## config.mk

```make
export PLATFORM = sky130hd
export DESIGN_NAME = fault_vote_countdown
export DESIGN_NICKNAME = d
export VERILOG_FILES = /design/src/rtl/fault_vote_countdown.sv
export SDC_FILE = /design/constraint.sdc
export NUM_CORES = 1
export LEC_CHECK = 0
export ABC_AREA = 1
export CAP_MARGIN = 20
export CORE_MARGIN = 2
export CORE_UTILIZATION = 37
export DETAILED_ROUTE_END_ITERATION = 6
export SLEW_MARGIN = 25
export SYNTH_ARGS = -nofsm -noshare
export SYNTH_HDL_FRONTEND = slang
export SYNTH_SLANG_ARGS = --single-unit
```

## constraint.sdc

```tcl
create_clock -name clk -period 3.36 [get_ports clk]
set_input_delay 0.672 -clock clk [delete_from_list [all_inputs] [get_ports clk]]
set_output_delay 0.672 -clock clk [all_outputs]
set_load 0.005 [all_outputs]
```

## src/rtl/fault_vote_countdown.sv

```systemverilog
// Debounced arm and K-of-N fault vote driving a thermometer countdown on an LED bar.
// All timing is derived from clk through a sample-rate clock enable.
module fault_vote_countdown #(
   parameter int SAMPLE_DIV = 60000,
   parameter int DEB_N      = 4,
   parameter int N_CH       = 3,
   parameter int VOTE_K     = 2,
   parameter int STEP_DIV   = 50,
   parameter int BLINK_DIV  = 17,
   parameter int LED_W      = 8
) (
   input  logic             clk,
   input  logic             rst_n,
   input  logic             arm,
   input  logic [N_CH-1:0]  fault_in,
   output logic [LED_W-1:0] leds,
   output logic             fault_vote,
   output logic [1:0]       state,
   output logic             boom
);
   localparam int TW = $clog2(SAMPLE_DIV);
   localparam int DW = $clog2(DEB_N + 1);
   localparam int CW = $clog2(N_CH + 1);
   localparam int LW = $clog2(LED_W + 1);
   localparam int SW = $clog2(STEP_DIV + 1);
   localparam int BW = $clog2(BLINK_DIV + 1);

   typedef enum logic [1:0] {S_IDLE = 2'd0, S_ARMED = 2'd1, S_COUNT = 2'd2, S_DONE = 2'd3} state_t;

   logic [TW-1:0] div_reg;
   logic          tick;

   always_ff @(posedge clk or negedge rst_n) begin
      if (!rst_n)
         div_reg <= '0;
      else if (tick)
         div_reg <= '0;
      else
         div_reg <= div_reg + TW'(1);
   end

   assign tick = (div_reg == TW'(SAMPLE_DIV - 1));

   // Bit 0 is the arm switch, bits N_CH:1 are the fault channels.
   logic [N_CH:0] raw;
   logic [N_CH:0] sync1_reg;
   logic [N_CH:0] sync2_reg;
   logic [N_CH:0] db;

   assign raw = {fault_in, arm};

   always_ff @(posedge clk or negedge rst_n) begin
      if (!rst_n) begin
         sync1_reg <= '0;
         sync2_reg <= '0;
      end else begin
         sync1_reg <= raw;
         sync2_reg <= sync1_reg;
      end
   end

   genvar gi;
   generate
      for (gi = 0; gi <= N_CH; gi++) begin : g_deb
         logic          db_reg;
         logic [DW-1:0] cnt_reg;

         always_ff @(posedge clk or negedge rst_n) begin
            if (!rst_n) begin
               db_reg  <= 1'b0;
               cnt_reg <= '0;
            end else if (tick) begin
               if (sync2_reg[gi] != db_reg) begin
                  if (cnt_reg == DW'(DEB_N - 1)) begin
                     db_reg  <= sync2_reg[gi];
                     cnt_reg <= '0;
                  end else begin
                     cnt_reg <= cnt_reg + DW'(1);
                  end
               end else begin
                  cnt_reg <= '0;
               end
            end
         end

         assign db[gi] = db_reg;
      end
   endgenerate

   logic          arm_db;
   logic [CW-1:0] fault_cnt;
   logic          vote_reg;

   assign arm_db = db[0];

   always_comb begin
      fault_cnt = '0;
      for (int i = 1; i <= N_CH; i++)
         fault_cnt = fault_cnt + CW'(db[i]);
   end

   always_ff @(posedge clk or negedge rst_n) begin
      if (!rst_n)
         vote_reg <= 1'b0;
      else
         vote_reg <= (fault_cnt >= CW'(VOTE_K));
   end

   function automatic logic [LED_W-1:0] thermo(input logic [LW-1:0] lvl);
      logic [LED_W-1:0] t;
      for (int i = 0; i < LED_W; i++)
         t[i] = (LW'(i) < lvl);
      return t;
   endfunction

   state_t           state_reg;
   logic [LW-1:0]    level_reg;
   logic [SW-1:0]    step_reg;
   logic [BW-1:0]    blink_reg;
   logic             phase_reg;
   logic [LED_W-1:0] leds_reg;
   logic             boom_reg;

   // leds is written alongside the state/level change that drives it, so it never lags a cycle.
   always_ff @(posedge clk or negedge rst_n) begin
      if (!rst_n) begin
         state_reg <= S_IDLE;
         level_reg <= '0;
         step_reg  <= '0;
         blink_reg <= '0;
         phase_reg <= 1'b1;
         leds_reg  <= '0;
         boom_reg  <= 1'b0;
      end else begin
         boom_reg <= 1'b0;
         if (!arm_db) begin
            state_reg <= S_IDLE;
            level_reg <= '0;
            step_reg  <= '0;
            blink_reg <= '0;
            leds_reg  <= '0;
         end else begin
            case (state_reg)
               S_IDLE: state_reg <= S_ARMED;
               S_ARMED: begin
                  if (vote_reg) begin
                     state_reg <= S_COUNT;
                     step_reg  <= '0;
                  end
               end
               S_COUNT: begin
                  if (!vote_reg) begin
                     state_reg <= S_ARMED;
                     step_reg  <= '0;
                  end else if (tick) begin
                     if (step_reg == SW'(STEP_DIV - 1)) begin
                        step_reg  <= '0;
                        level_reg <= level_reg + LW'(1);
                        if (level_reg == LW'(LED_W - 1)) begin
                           state_reg <= S_DONE;
                           boom_reg  <= 1'b1;
                           blink_reg <= '0;
                           phase_reg <= 1'b1;
                           leds_reg  <= '1;
                        end else begin
                           leds_reg <= thermo(level_reg + LW'(1));
                        end
                     end else begin
                        step_reg <= step_reg + SW'(1);
                     end
                  end
               end
               S_DONE: begin
                  if (tick) begin
                     if (blink_reg == BW'(BLINK_DIV - 1)) begin
                        blink_reg <= '0;
                        phase_reg <= ~phase_reg;
                        leds_reg  <= {LED_W{~phase_reg}};
                     end else begin
                        blink_reg <= blink_reg + BW'(1);
                     end
                  end
               end
               default: state_reg <= S_IDLE;
            endcase
         end
      end
   end

   assign leds       = leds_reg;
   assign fault_vote = vote_reg;
   assign state      = state_reg;
   assign boom       = boom_reg;
endmodule
```

Yosys cells after proc, flatten, opt, wreduce, memory -nomap -nowiden. Cells that the tools add are included.

Reductions and logical operators: 12. $lt $le $gt $ge: 9. Add/sub/neg operators: 10. Multiplexer cells: 56. Bitwise operators: 1. Equal/unequal tests: 38.

Operator list (count): $mux 8 (7); $mux 5 (7); $mux 6 (5); $mux 3 (8); $ne 3x3->1 const B (7); $mux 4 (5); $add 16x1->16 const B (1); $eq 16x16->1 const B (1); $lt 3x4->1 const A (4); $mux 16 (1); $pmux 8 s2 (1); $reduce_and 3->1 (5); $ne 2x2->1 const B (7); $add 3x1->3 const B (4); $eq 3x2->1 const B (4); $mux 1 (12); $mux 2 (6); $ne 4x4->1 const B (3); $pmux 6 s2 (1); $reduce_and 6->1 (2); $pmux 5 s2 (1); $lt 1x4->1 const A (2); $lt 2x4->1 const A (2); $reduce_and 8->1 (1); 22 further kinds (29).

Register bits: 68. Output and inout port bits: 12. Input bits: 6. Logic and storage cells: 145.

Depth between registers and ports, before layout.
Depth in word-level cells: 8. Depth in mapped cells: 13. Depth with buffers taken out: 11.

Least setup slack after synthesis. OpenSTA, ideal clock, no wires.

Path kind: flip-flop to flip-flop. Start: register state_reg[0] (netlist: state[0]). End: register step_reg[0]. Path slack: 1.703 ns. Data arrival time: 1.538 ns. Stages on the path, launching flop included: 11. Library setup time: 0.119 ns. Buffers on the path: 2. Clock period less this slack: 1.657 ns. Data required time: 3.241 ns. Cell sequence: dfrtp_1 inv_1 ha_1 buf_2 nand2_1 nor2_1 nand2_2 nand2_2 nor2_4 buf_6 o21a_1.

Cells in the longest elaborated chain, start to end: 3. Elaborated cells on any way between the ends: 8. Those cells by class: eq/ne (5); mux (2); reduce/logical (1).

RTL lines: from (decl) (line 116) `state_t state_reg;`; from (signal assigned) (line 127) `state_reg <= S_IDLE;`; from (signal assigned) (line 137) `state_reg <= S_IDLE;`; from (signal assigned) (line 144) `S_IDLE: state_reg <= S_ARMED;`; $eq 2x2->1 or $eq 2x1->1 (tied branches) (line 143) `case (state_reg)`; $ne 4x4->1 (no line), or another cell as far along; $reduce_and 3->1 (no line) or $mux 6 (tied branches); to (signal assigned) (line 169) `step_reg <= step_reg + SW'(1);`; to (decl) (line 118) `logic [SW-1:0] step_reg;`.

Several ways; a longest one is shown, not always the timed one. A chain may end at the register's enable or synchronous reset.

Final worst setup path.
Start: register vote_reg (netlist: fault_vote). End: output port fault_vote.

RTL lines: from (decl) (line 92) `logic vote_reg;`; from (signal assigned) (line 106) `vote_reg <= (fault_cnt >= CW'(VOTE_K));`; to (decl) (line 17) `output logic fault_vote,`.

No word-level cell between the ends.

==> qor.txt <==
=====================================================================================
Outcome                                                                  complete, no violations
Detailed placement HPWL                                                       5210 um
Post-CTS setup-driven buffer insertion count                                        0
Pre-CTS worst setup slack                                                     1.36 ns
Arrival time of data at the critical path endpoint                            1.36 ns
Hold buffer count at CTS                                                            0
Maximum count of clock buffers along a single path                                  2
Total power after layout                                                      1.56 mW
Most used cells in the layout excluding fill and tap cells               nand2_1 (98), dfrtp_1 (67), inv_1 (62)
Path type of the worst min-delay path                                      reg -> reg
Ordered list of cells on the worst path                                  clkdlybuf4s50_1
Largest net degree at the start of global routing                                  37
Number of global-route vias before repair                                        2833
Area of all placed cells without fillers                                 0.00431 mm^2
Final global-route overflow total                                                   0
Antenna-violating nets left                                                         0
Layout fillers                                                                    996
Syn nets                                                                          495
Layout net count                                                                  515
Power density over the cells                                              362 mW/mm^2
DRC violation count after routing                                                   0
Achievable clock frequency                                                  0.492 GHz
Wire length of the first global-routing pass                                 12700 um
Max incr delay on CP                                                          0.55 ns
Starting Density                                                                37.6%
Post-synth EDFFs                                                                    0
Share of synthesized area occupied by flip-flops and latches                    44.7%
Final setup TNS                                                                  0 ns
Worst Setup Start Kind                                                      flip-flop
Mean instance size in the synthesized netlist                               8.07 um^2
Leak pwr                                                                      2.13 nW
Area leader, netlist                                                          dfrtp_1
Boundary Pins                                                                      18
Number of slew-limit violations in the final report                                 0
Full die area                                                             0.0111 mm^2
Clock insertion delay at the later pin of the skew report                     0.36 ns
Hold Violations, Final                                                              0
GRT Resource Usage Total                                                        14.1%
Number of rows in the core area                                                    37
Post-synthesis cell count                                                         472
Avg WL per Cell                                                               11.3 um
Share of the synthesized area in the top cell type                              44.0%
Combined flip-flop and latch cell area                                   0.00170 mm^2
Max cap viols                                                                       0
Flip-flop and latch count after synthesis                                          68
Least-Margin Pin Slew                                                        0.744 ns
Routability congestion estimate                                                 0.816
IR drop worst, VDD                                                           0.235 mV
Flip-flop count of the largest register after layout                               16
Required time of the worst setup path                                         2.69 ns
Overall die width                                                              105 um
Final clock skew                                                           0.00968 ns
Area taken by multi-input logic gates                                    0.00180 mm^2
# H-tree levels                                                                     3
Worst rel slew slack                                                            50.4%
CP top delay family                                                      buffers and inverters
Post-synth design cell area                                              0.00381 mm^2
Minimum clock period after layout                                             2.03 ns
Worst Setup Path Type                                                      reg -> out
Clock buffers created by TritonCTS                                                  9
R2r setup slk                                                                 1.36 ns
Wirelength, routed                                                            7160 um
Post-CTS Resized                                                                    0
Final setup violating endpoints                                                     0
Post-route worst setup slack                                                  1.33 ns
CTS tree                                                                          yes
Most frequent standard cell in the layout excluding fill and tap cells        nand2_1
Violation count after the first detailed-routing iteration                        142
Synthesis warning total                                                             0
Final critical-path share of the clock period                                   60.5%
Most area-consuming cells after synthesis                                dfrtp_1 (44%), nand2_1 (9.7%), inv_1 (6.1%)
Clock-pin transition on the worst setup and hold timing paths                 0.08 ns
TritonCTS sink count                                                               68
Unrepaired setup endpoints after global routing                                    no
Flip-flop cell with the highest count after synthesis                         dfrtp_1
Proportion of layout cells with a drive suffix above 1                          8.25%
Ant. Diodes                                                                         0
Port Buf Inserts                                                                   17
CTS root buffer                                                              clkbuf_8
Area growth from synthesis to final layout                                      13.1%
Highest-delay cell along the critical path                               clkdlybuf4s50_1
Nature of the critical path endpoint                                      output port
Via count                                                                        2995
Core Footprint                                                            0.0101 mm^2
Maximum fanout along the worst path                                                 6
Count of unique library cells instantiated by Yosys                                34
Buf/Inv on CP                                                                       1
Drt via density                                                                  4.73
Async S/R FF share, synth                                                        100%
Initial antenna violation count                                                     0
Cell area reported after detailed placement                              0.00411 mm^2
Die extent in y                                                                105 um
Pre-antenna DRT Iters                                                               7
=====================================================================================
## metrics by stage
step	instances	hold slack (ns)	utilization, %
CTS	633	0.355	42.5
global placement	617	0.333	40.5
floorplan	472	0.331	-
global route	633	0.368	42.5
detailed placement	617	0.335	40.5
finish	633	0.354	42.5
## layer usage
layer	global-route usage, %	wire length [um]	up-vias
li1	-	-	1571
met1	20.2	3700	1363
met2	21.0	3080	49
met3	2.78	245	12
met4	5.64	133	0
met5	0	0	-
## Yosys cell counts (2+ instances only)
cell and count:
o21ai_0 36, dfrtp_1 67, nor2_4 4, nor2_1 55, nand2_1 98, clkinv_1 2
mux2i_1 3, o21a_1 6, buf_2 3, nand3_4 3, nand4_1 14, nand2_2 6
o21ai_2 4, inv_1 62, ha_1 17, a21oi_1 11, clkbuf_1 3, nor3_1 8
xor2_1 11, nor4_1 3, or2_2 2, nand3_1 40, buf_6 3
## where the power goes
group          total, mW  leakage [nW]  switching (mW)  internal (mW)
Clock              0.705        0.0973           0.353          0.353
Sequential         0.825         0.914         0.00213          0.822
Combinational     0.0287          1.12          0.0197        0.00902
## worst reg2reg max path, delay by kind of cell, from the launching register on
kind	cells	cell delay [ns]
compound gates	1	0.07
fa+ha+maj	1	0.21
buf+inv	3	0.46
flops	1	0.40
simple gates	6	0.74
## path summary, 6_finish.rpt
kind                                        start                           to  cells after the start
setup / recovery             fault_vote$_DFF_PN0_                   fault_vote                      1
hold / removal             sync1_reg[1]$_DFF_PN0_       sync2_reg[1]$_DFF_PN0_                      0
setup reg to reg             div_reg[0]$_DFF_PN0_           arm_db$_DFFE_PN0P_                     11
hold reg to reg            sync1_reg[1]$_DFF_PN0_       sync2_reg[1]$_DFF_PN0_                      0
max in group asynchronous                   rst_n        phase_reg$_DFFE_PN1P_                      2
min in group asynchronous                   rst_n  g_deb[1].db_reg$_DFFE_PN0P_                      1
## cells by family after synthesis
family / after synthesis / share of synthesized area, %
simple gates: 239 / 29.5
compound gates: 59 / 8.67
xor+xnor: 12 / 2.76
flops: 68 / 44.7
buf+inv: 74 / 7.98
fa+ha+maj: 17 / 5.58
mux: 3 / 0.788
## final cells by class
| class | count | share of cell area [%] |
|---|---|---|
| Timing Repair Buffer | 18 | 4.30 |
| Inverter | 65 | 5.66 |
| Multi-Input combinational cell | 330 | 41.9 |
| Clock inverter | 7 | 1.86 |
| Tap cell | 136 | 3.95 |
| Sequential cell | 68 | 39.5 |
| Clock buffer | 9 | 2.87 |
(Power assumes the default switching activity.)
